File: src/rtl/y86_pkg.sv
// Shared types and constants for the sequential Y86-64 controller: FSM states,
// status codes, instruction classes and stage-enable bit positions.
package y86_pkg;

  typedef enum logic [2:0] {
    S_IDLE,
    S_FETCH,
    S_DECODE,
    S_EXECUTE,
    S_MEMORY,
    S_WRITEBACK,
    S_PCUPD,
    S_HALT
  } state_t;

  typedef enum logic [2:0] {
    STAT_AOK = 3'd1,
    STAT_HLT = 3'd2,
    STAT_ADR = 3'd3,
    STAT_INS = 3'd4
  } stat_t;

  localparam logic [3:0] IHALT   = 4'h0;
  localparam logic [3:0] INOP    = 4'h1;
  localparam logic [3:0] IRRMOVQ = 4'h2;
  localparam logic [3:0] IIRMOVQ = 4'h3;
  localparam logic [3:0] IRMMOVQ = 4'h4;
  localparam logic [3:0] IMRMOVQ = 4'h5;
  localparam logic [3:0] IOPQ    = 4'h6;
  localparam logic [3:0] IJXX    = 4'h7;
  localparam logic [3:0] ICALL   = 4'h8;
  localparam logic [3:0] IRET    = 4'h9;
  localparam logic [3:0] IPUSHQ  = 4'hA;
  localparam logic [3:0] IPOPQ   = 4'hB;

  localparam int SE_FETCH  = 0;
  localparam int SE_DECODE = 1;
  localparam int SE_EXEC   = 2;
  localparam int SE_MEM    = 3;
  localparam int SE_WB     = 4;
  localparam int SE_PCUPD  = 5;

  // Instructions that touch data memory (loads, stores and stack operations).
  function automatic logic uses_dmem(input logic [3:0] ic);
    case (ic)
      IRMMOVQ, IMRMOVQ, ICALL, IRET, IPUSHQ, IPOPQ: return 1'b1;
      default:                                      return 1'b0;
    endcase
  endfunction

endpackage

File: src/rtl/y86_sat_counter.sv
// Saturating up-counter with synchronous clear; holds at all-ones instead of wrapping.
module y86_sat_counter #(
  parameter int CNT_W = 32
) (
  input  logic             clk,
  input  logic             clear,
  input  logic             inc,
  output logic [CNT_W-1:0] count
);

  logic [CNT_W-1:0] count_q;
  logic [CNT_W-1:0] count_d;

  always_comb begin
    count_d = count_q;
    if (inc && (count_q != {CNT_W{1'b1}})) begin
      count_d = count_q + CNT_W'(1);
    end
  end

  always_ff @(posedge clk) begin
    if (clear) begin
      count_q <= '0;
    end else begin
      count_q <= count_d;
    end
  end

  assign count = count_q;

endmodule

File: src/rtl/y86_seq_controller.sv
// Sequencing FSM for the sequential Y86-64 core: walks each instruction through
// its stages, runs the memory handshakes and owns pc, status and perf counters.
module y86_seq_controller
  import y86_pkg::*;
#(
  parameter int                PC_W       = 64,
  parameter logic [PC_W-1:0]   RESET_PC   = '0,
  parameter int unsigned       IMEM_LIMIT = 20480,
  parameter int                CNT_W      = 32
) (
  input  logic             clk,
  input  logic             reset,
  input  logic             start,
  output logic             imem_req,
  input  logic             imem_ack,
  input  logic [3:0]       icode,
  input  logic             instr_valid,
  input  logic             imem_error,
  output logic             dmem_req,
  input  logic             dmem_ack,
  input  logic             dmem_error,
  input  logic [PC_W-1:0]  new_pc,
  output logic [PC_W-1:0]  pc,
  output logic [5:0]       stage_en,
  output logic [2:0]       stat,
  output logic             halted,
  output logic [CNT_W-1:0] cycles,
  output logic [CNT_W-1:0] retired
);

  state_t          state_q, state_d;
  stat_t           stat_q, stat_d;
  logic [PC_W-1:0] pc_q, pc_d;
  logic [3:0]      icode_q, icode_d;
  logic            pc_fault;
  logic            cycle_inc;
  logic            retire_inc;

  assign pc_fault = (pc_q > PC_W'(IMEM_LIMIT));

  always_comb begin
    state_d    = state_q;
    stat_d     = stat_q;
    pc_d       = pc_q;
    icode_d    = icode_q;
    stage_en   = '0;
    imem_req   = 1'b0;
    dmem_req   = 1'b0;
    retire_inc = 1'b0;
    case (state_q)
      S_IDLE: begin
        if (start) state_d = S_FETCH;
      end
      S_FETCH: begin
        // An out-of-range pc faults without ever touching instruction memory.
        if (pc_fault) begin
          stat_d  = STAT_ADR;
          state_d = S_HALT;
        end else begin
          imem_req           = 1'b1;
          stage_en[SE_FETCH] = 1'b1;
          if (imem_ack) begin
            icode_d = icode;
            if (imem_error) begin
              stat_d  = STAT_ADR;
              state_d = S_HALT;
            end else if (!instr_valid) begin
              stat_d  = STAT_INS;
              state_d = S_HALT;
            end else if (icode == IHALT) begin
              stat_d  = STAT_HLT;
              state_d = S_HALT;
            end else begin
              state_d = S_DECODE;
            end
          end
        end
      end
      S_DECODE: begin
        stage_en[SE_DECODE] = 1'b1;
        state_d             = S_EXECUTE;
      end
      S_EXECUTE: begin
        stage_en[SE_EXEC] = 1'b1;
        state_d           = uses_dmem(icode_q) ? S_MEMORY : S_WRITEBACK;
      end
      S_MEMORY: begin
        dmem_req         = 1'b1;
        stage_en[SE_MEM] = 1'b1;
        if (dmem_ack) begin
          if (dmem_error) begin
            stat_d  = STAT_ADR;
            state_d = S_HALT;
          end else begin
            state_d = S_WRITEBACK;
          end
        end
      end
      S_WRITEBACK: begin
        stage_en[SE_WB] = 1'b1;
        state_d         = S_PCUPD;
      end
      S_PCUPD: begin
        stage_en[SE_PCUPD] = 1'b1;
        pc_d               = new_pc;
        retire_inc         = 1'b1;
        state_d            = S_FETCH;
      end
      S_HALT: begin
        state_d = S_HALT;
      end
      default: state_d = S_IDLE;
    endcase
  end

  always_ff @(posedge clk) begin
    if (reset) begin
      state_q <= S_IDLE;
      stat_q  <= STAT_AOK;
      pc_q    <= RESET_PC;
      icode_q <= IHALT;
    end else begin
      state_q <= state_d;
      stat_q  <= stat_d;
      pc_q    <= pc_d;
      icode_q <= icode_d;
    end
  end

  assign cycle_inc = (state_q != S_IDLE) && (state_q != S_HALT);

  y86_sat_counter #(.CNT_W(CNT_W)) u_cycles (
    .clk   (clk),
    .clear (reset),
    .inc   (cycle_inc),
    .count (cycles)
  );

  y86_sat_counter #(.CNT_W(CNT_W)) u_retired (
    .clk   (clk),
    .clear (reset),
    .inc   (retire_inc),
    .count (retired)
  );

  assign pc     = pc_q;
  assign stat   = stat_q;
  assign halted = (state_q == S_HALT);

endmodule

File: config.mk
export PLATFORM = sky130hd
export DESIGN_NAME = y86_seq_controller
export DESIGN_NICKNAME = d
export VERILOG_FILES = /design/src/rtl/y86_pkg.sv /design/src/rtl/y86_sat_counter.sv /design/src/rtl/y86_seq_controller.sv
export SDC_FILE = /design/constraint.sdc
export NUM_CORES = 1
export LEC_CHECK = 0
export BUFFER_PORTS_ARGS = -buffer_cell sky130_fd_sc_hd__buf_4
export CAP_MARGIN = 30
export CORE_ASPECT_RATIO = 0.8
export CORE_UTILIZATION = 43
export CTS_BUF_LIST = sky130_fd_sc_hd__clkbuf_8
export CTS_CLUSTER_DIAMETER = 200
export DETAILED_ROUTE_END_ITERATION = 16
export GPL_TIMING_DRIVEN = 0
export PLACE_DENSITY = 0.84
export REMOVE_ABC_BUFFERS = 1
export SYNTH_ARGS = -nofsm -noshare
export SYNTH_HDL_FRONTEND = slang
export SYNTH_SLANG_ARGS = --single-unit
export TNS_END_PERCENT = 100
File: constraint.sdc
create_clock -name clk -period 2.1 [get_ports clk]
set_input_delay 0.105 -clock clk [delete_from_list [all_inputs] [get_ports clk]]
set_output_delay 0.105 -clock clk [all_outputs]
set_load 0.005 [all_outputs]
==> results of run 1 <==
-- critical path, stage by stage, from the launching register on --
cell	delay (ns)
dfxtp_2	0.35
nor4_4	0.31
nand4_1	0.23
a2111oi_4	0.43
and3_4	0.26
buf_4	0.11
-- layout make-up --
class | count | share of cell area [%]
timing repair buffer | 327 | 27.3
tap | 180 | 2.30
inverter | 12 | 0.461
clock inverter | 13 | 1.73
sequential | 137 | 28.8
clock buffer | 19 | 2.67
multi-input combinational | 585 | 36.8
-- Yosys cell counts (4+ instances only) --
cell	instances	area, um^2
and2_1	6	37.5
or2_2	6	37.5
and4_1	4	35.0
nand3_1	19	95.1
nor2_1	42	158
inv_1	12	45.0
clkbuf_1	29	109
o2111ai_1	5	43.8
nor3_1	8	40.0
xor2_1	9	78.8
or3_1	29	181
nand4_1	25	156
nand2_1	155	582
and3_1	9	56.3
nor4_1	24	150
dfxtp_1	137	2740
xnor2_1	6	52.6
nor2b_1	12	75.1
mux2_2	10	113
o21ai_0	32	160
or4_1	12	90.1
buf_1	6	22.5
a21oi_1	107	536
o31ai_1	12	90.1
-- routing by layer --
layer,track usage [%],vias to the layer above,wire [um]
met3,7.98,79,1940
met2,47.4,404,10500
met4,15.6,0,743
met5,0,-,0
met1,32.9,3445,8990
li1,-,3424,-
-- sequential cells by signal, summed over array words and instances, names as in the netlist --
| register | cells |
|---|---|
| u_cycles.count | 32 |
| pc | 64 |
| u_retired.count | 32 |
| state_q | 3 |
| icode_q | 3 |
| stat | 3 |
-- worst paths after layout --
path         slack (ns)    endpoint   startpoint  cells after the start
max reg2reg       -0.05  icode_q[2]       pc[27]                      7
max               -0.13    imem_req       pc[27]                      5
min                0.06     stat[1]  instr_valid                      4
min reg2reg        0.48      pc[35]       pc[35]                      2
-- timing repair --
action / 4_1_cts / 5_1_grt
pin swaps: 18 / 24
endpoints found under the hold margin: 69 / 0
endpoints found under the setup margin: 125 / 55
gates cloned: 2 / 1
setup buffers: 30 / 10
resized for setup: 57 / 49
hold buffers: 69 / 0
-- metrics by stage --
stage / utilization [%] / setup TNS (ns) / hold WS [ns]
6_report: 70.7 / -0.298 / 0.0617
4_1_cts: 68.6 / -0.385 / 0.0269
5_1_grt: 70.7 / -0.961 / 0.0448
2_1_floorplan: - / -30.12 / 0.174
3_5_place_dp: 57.2 / -51.65 / 0.360
3_3_place_gp: 56.9 / -120.81 / 0.353
-- cell usage in the layout (no fill, tap or decap), types with 4 or more instances in the layout --
cell type,count
clkbuf_8,19
nand4_1,25
dfxtp_1,104
nor4_1,12
nand3_1,19
buf_4,254
mux2_2,10
nand2_1,154
o21ai_0,32
nor2_1,40
nor4_2,8
nor2b_1,12
dfxtp_4,13
and2_1,6
o2111ai_1,4
a21oi_1,104
inv_1,12
or3_1,26
or2_2,5
and3_1,7
dfxtp_2,20
o31ai_1,9
nor4_4,4
clkinv_4,4
xor2_1,9
or4_1,10
dlygate4sd3_1,69
xnor2_1,6
-- logic make-up after synthesis --
group	count (synthesis)	share of synthesized area (%)
and+or+nand+nor	370	30.3
xor gates and xnor gates	15	2.11
muxes	12	2.13
buffers and inverters	57	4.09
adders and majority gates	2	0.401
AOI/OAI and AO/OA	183	17.1
DFF	137	44.0
-- power by group --
part	internal (W)	total [W]	switching, W
logic	0.000967	0.00202	0.00105
clock network	0.00125	0.00236	0.00111
registers	0.00274	0.00290	0.000157
==> summary.md, run 1 <==
| Metric | Value |
|---|---|
| Post-Synthesis Cells | `776` |
| Via density per instance | `5.78` |
| GRT Util Overall | `28.4%` |
| WL final | `22.2 mm` |
| Starting DRT DRC Count | `516` |
| Synth async-reset ratio | `0%` |
| Area post-placement | `7920 um^2` |
| Number of global-route vias before repair | `6853` |
| Largest fanout of any net on the critical path | `3` |
| Hold violation count in the final report | `0` |
| Final weighted congestion in routability-driven placement | `0.843` |
| Die footprint | `15000 um^2` |
| Synth Register Bits | `137` |
| Skew final | `0.0140 ns` |
| Top FF cell, synth | `dfxtp_1` |
| Maximum number of pins on one net before global-route repair | `75` |
| Wire length per cell after detailed routing | `17.4 um` |
| Core outline area | `13800 um^2` |
| Number of max-slew violations in the final report | `0` |
| Setup violations, final | `5` |
| Post-placement worst setup slack | `-1.33 ns` |
| Starting Density | `45.1%` |
| Bufs on Longest Clock Path | `2` |
| Number of distinct library cells after synthesis | `63` |
| Number of placed I/O pins | `216` |
| Highest clock rate | `449 MHz` |
| Fill cell count | `1003` |
| Antenna viol nets, final | `0` |
| Worst endpoint required time | `2.00 ns` |
| TritonCTS clock tree | `built` |
| Classification of the worst setup path | `reg -> out` |
| Total power | `0.00727 W` |
| # placed instances | `1129` |
| Type of destination of the critical path | `output pin` |
| Antenna violations before repair | `0` |
| Worst rel slew slack | `47.0%` |
| Final critical-path setup slack | `-0.126 ns` |
| Root Driver | `clkbuf_8` |
| Cell Pwr Density | `744 nW/um^2` |
| Post-Layout Inst Area | `9780 um^2` |
| Area taken by flip-flops and latches | `2820 um^2` |
| Data arrival time at the worst-slack endpoint | `2.12 ns` |
| Number of port buffers | `215` |
| Die boundary width | `137 um` |
| Non-filler instance count after layout | `1273` |
| Part of the Yosys area used for sequential elements | `44.0%` |
| Violated checks | `setup timing` |
| Final net count | `1158` |
| Leakage | `3.94 nW` |
| Average cell area after synthesis | `8.04 um^2` |
| Post-CTS clock slew at the launch and capture registers of the worst setup and hold paths | `0.07 ns` |
| Share of cells above drive strength 1 | `36.0%` |
| Number of H-tree branching levels | `4` |
| Total via count after detailed routing | `7352` |
| Unrepaired setup endpoints after global routing | `yes` |
| Final period util | `106%` |
| Global-route wire length before repair | `33.5 mm` |
| Diode count | `0` |
| Clock period minus worst slack | `2.23 ns` |
| Launching element type of the critical path | `flop` |
| Yosys warning total | `0` |
| Skew-Pair Late Insertion Delay | `0.44 ns` |
| Least-Margin Pin Slew | `0.791 ns` |
| Area growth syn-to-layout | `56.8%` |
| Total number of clock tree sinks | `137` |
| GRT overflow | `0` |
| Hold Path Class | `in -> reg` |
| Post-detailed-route DRC marker count | `0` |
| Cell area after synthesis | `6240 um^2` |
| Multi-input combinational cell area | `3590 um^2` |
| Total CTS buffers | `17` |
| Number of iterations in the first detailed-routing pass | `6` |
| Die H | `110 um` |
| VDD IR-drop max | `0.456 mV` |
| Run status | `complete, but fails checks` |
| HPWL after detailed placement | `12.3 mm` |
| Count of standard-cell rows | `38` |
| Number of enable-type register cells in the synthesized netlist | `0` |
| Max-capacitance violation count | `0` |
Note: power is estimated with default switching activity, not from simulation.
==> inputs of run 2 (changes only) <==
--- a/config.mk
+++ b/config.mk
@@ -17,5 +17,6 @@
 export REMOVE_ABC_BUFFERS = 1
 export SYNTH_ARGS = -nofsm -noshare
 export SYNTH_HDL_FRONTEND = slang
+export SYNTH_HIERARCHICAL = 1
 export SYNTH_SLANG_ARGS = --single-unit
 export TNS_END_PERCENT = 100
==> summary.md, run 2 <==
| Metric | Value |
|---|---|
| Bufs on Longest Clock Path | `2 (unchanged)` |
| Largest family of logic cells by synthesized area | `simple AND/OR/NAND/NOR gates` |
| Crit path max-delay cell type | `or4_1` |
| Die H | `110 um (+0.42%)` |
| Total number of clock tree sinks | `137 (unchanged)` |
| Compound-Gate Fraction of Synth Area | `17.3% (+0.27 points)` |
| Setup violations, final | `26 (+21)` |
| Most common library cell in the layout ignoring fill and taps | `buf_4` |
| Number of global-route vias before repair | `6881 (+0.41%)` |
| Antenna viol nets, final | `0 (unchanged)` |
| Post-CTS clock slew at the launch and capture registers of the worst setup and hold paths | `0.09 ns (+0.02 ns)` |
| Count of standard-cell rows | `39 (+2.6%)` |
| Classification of the worst setup path | `reg -> reg` |
| VDD IR-drop max | `0.542 mV (+19%)` |
| Launching element type of the critical path | `flop` |
| Core outline area | `14300 um^2 (+3.3%)` |
| Maximum number of pins on one net before global-route repair | `80 (+6.7%)` |
| Ranking of synthesized cells by area | `dfxtp_1 (44%), a21oi_1 (9.3%), nand2_1 (9.2%), o31ai_1 (3.0%), or4_1 (2.9%)` |
| Max-capacitance violation count | `0 (unchanged)` |
| # placed instances | `1131 (+0.18%)` |
| Final critical-path setup slack | `-0.274 ns (-0.148 ns)` |
| Part of the Yosys area used for sequential elements | `43.6% (-0.38 points)` |
| Highest clock rate | `421 MHz (-6.2%)` |
| Post-Layout Inst Area | `10000 um^2 (+2.3%)` |
| Total via count after detailed routing | `7485 (+1.8%)` |
| Synthesized-area fraction occupied by xor and xnor cells | `1.95% (-0.16 points)` |
| Synthesized-area fraction occupied by and/or/nand/nor cells | `30.7% (+0.48 points)` |
| Post-placement worst setup slack | `-1.97 ns (-0.642 ns)` |
| Via density per instance | `5.81 (+0.55%)` |
| Cell area after synthesis | `6290 um^2 (+0.86%)` |
| Yosys warning total | `6 (+6)` |
| Number of port buffers | `215 (unchanged)` |
| Number of H-tree branching levels | `4 (unchanged)` |
| Hold Path Class | `in -> reg` |
| Number of flip-flops under the largest register name | `64 (unchanged)` |
| Antenna violations before repair | `0 (unchanged)` |
| Cell Pwr Density | `553 nW/um^2 (-26%)` |
| Die footprint | `15100 um^2 (+0.85%)` |
| GRT Util Overall | `28.9% (+0.51 points)` |
| Die boundary width | `137 um (+0.42%)` |
| Final weighted congestion in routability-driven placement | `0.824 (-2.2%)` |
| Run status | `complete, but fails checks` |
| Area growth syn-to-layout | `59.0%` |
| Worst endpoint required time | `2.46 ns (+0.46 ns)` |
| TritonCTS clock tree | `built` |
| Portion of synthesized cell area occupied by the leading cell type | `43.6% (-0.38 points)` |
| GRT overflow | `0 (unchanged)` |
| Starting DRT DRC Count | `685 (+33%)` |
| HPWL after detailed placement | `12.4 mm (+0.76%)` |
| Post-synth top area cell | `dfxtp_1` |
| Number of distinct library cells after synthesis | `52 (-17%)` |
| Wire length per cell after detailed routing | `17.9 um (+2.9%)` |
| Clock period minus worst slack | `2.37 ns (+0.148 ns)` |
| Top FF cell, synth | `dfxtp_1` |
| Synth async-reset ratio | `0% (unchanged)` |
| Least-Margin Pin Slew | `0.766 ns (-0.0259 ns)` |
| Total CTS buffers | `17 (unchanged)` |
| Number of enable-type register cells in the synthesized netlist | `0 (unchanged)` |
| Most used cells in the layout excluding fill and tap cells | `buf_4 (263), nand2_1 (152), a21oi_1 (109)` |
| Final period util | `113% (+7.1 points)` |
| Non-filler instance count after layout | `1289 (+1.3%)` |
| Multiplexer share of the synthesized area | `1.83% (-0.30 points)` |
| Area post-placement | `8020 um^2 (+1.2%)` |
| Unrepaired setup endpoints after global routing | `yes` |
| Worst stage delay on the critical path | `0.51 ns (+0.08 ns)` |
| Number of placed I/O pins | `216 (unchanged)` |
| Cell count of the worst hold path | `5 (+1)` |
| Average cell area after synthesis | `8.13 um^2 (+1.1%)` |
| Violated checks | `setup timing` |
| Number of iterations in the first detailed-routing pass | `6 (unchanged)` |
| Type of destination of the critical path | `flop` |
| Top cells by instance count after synthesis | `nand2_1 (154), dfxtp_1 (137), a21oi_1 (117), nor2_1 (41), clkbuf_1 (31)` |
| Data arrival time at the worst-slack endpoint | `2.74 ns (+0.62 ns)` |
| Post-Synthesis Cells | `774 (-0.26%)` |
| Skew-Pair Late Insertion Delay | `0.45 ns (about the same)` |
| WL final | `23.1 mm (+4.2%)` |
| Hold violation count in the final report | `0 (unchanged)` |
| Largest fanout of any net on the critical path | `4 (+1)` |
| Count of cells along the worst register-to-register path | `9 (+2)` |
| Share of cells above drive strength 1 | `39.4% (+3.3 points)` |
| Diode count | `0 (unchanged)` |
| Adder and majority gate portion of the synthesized area | `0.398% (-0.0034 points)` |
| Global-route wire length before repair | `34.1 mm (+1.9%)` |
| Worst-case register-to-register setup slack | `-0.27 ns (-0.22 ns)` |
| Synth Register Bits | `137 (unchanged)` |
| CP dominant cell by count | `nand4_1` |
| Skew final | `0.0177 ns (+0.00369 ns)` |
| Starting Density | `44.0% (-1.1 points)` |
| Number of max-slew violations in the final report | `0 (unchanged)` |
| Leakage | `3.89 nW (-1.3%)` |
| Critical-path cell list | `inv_4, or3_4, inv_16, nand4_1, buf_4, nor4_4, nand4_1, or4_1, a21oi_1` |
| Final net count | `1170 (+1.0%)` |
| Most repeated cell in the gate-level netlist after synthesis | `nand2_1` |
| Post-detailed-route DRC marker count | `0 (unchanged)` |
| Root Driver | `clkbuf_8` |
| Worst rel slew slack | `49.0% (+2.0 points)` |
[run 2: worst paths after layout]
path	endpoint	from
max	u_retired/count[29]	state_q[1]
min	stat[0]	dmem_error
max reg2reg	u_retired/count[29]	state_q[1]
min reg2reg	pc[27]	pc[27]
[run 2: worst max-delay path, delay by kind of cell, from the launching register on]
| family | cells | cell delay [ns] |
|---|---|---|
| buf+inv | 3 | 0.28 |
| simple gates | 5 | 1.48 |
| flops | 1 | 0.38 |
| compound gates | 1 | 0.14 |
[run 2: cell type report]
| cell class | instances | area (um^2) |
|---|---|---|
| clock buffer | 20 | 275 |
| inverter | 9 | 52.6 |
| sequential | 137 | 2820 |
| fill | 1001 | 4290 |
| timing repair inverter | 2 | 17.5 |
| multi-input combinational | 579 | 3640 |
| tap | 184 | 230 |
| clock inverter | 12 | 100 |
| timing repair buffer | 346 | 2870 |
[run 2: cells by family after synthesis]
logic type / after synthesis
XOR/XNOR: 14
adder cells (fa/ha/maj): 2
flip-flops: 137
AND/OR/NAND/NOR: 368
multiplexers: 11
buffers and inverters: 58
AO/OA/AOI/OAI: 184
[run 2: per-stage QoR]
stage          util [%]  power [W]  TNS [ns]  hold WS, ns
6_report           70.0    0.00553     -2.96        0.145
5_1_grt            70.0    0.00573     -5.06        0.130
4_1_cts            67.9    0.00549     -1.09       0.0829
3_5_place_dp       56.1    0.00324    -62.07        0.360
3_3_place_gp       55.3    0.00322   -256.02        0.351
2_1_floorplan         -    0.00295   -101.06        0.174
[run 2: what timing repair did]
item	4_1_cts	5_1_grt
gates cloned	2	0
pin swaps	39	24
resized for setup	87	59
hold buffers	70	0
setup buffers	42	17
endpoints found under the hold margin	70	0
setup endpoints to repair	131	57
[run 2: routing by layer]
metal / routed length, um / GRT usage (%) / vias up / part of all wire [%]
li1: - / - / 3448 / -
met1: 9130 / 34.1 / 3560 / 39
met2: 11700 / 50.5 / 415 / 51
met3: 1740 / 6.90 / 62 / 7.5
met4: 568 / 11.6 / 0 / 2.5
met5: 0 / 0 / - / 0
[run 2: power by group]
part | internal [W] | switching [W]
Sequential | 0.00263 | 0.0000474
Combinational | 0.000419 | 0.000349
Clock | 0.00102 | 0.00106
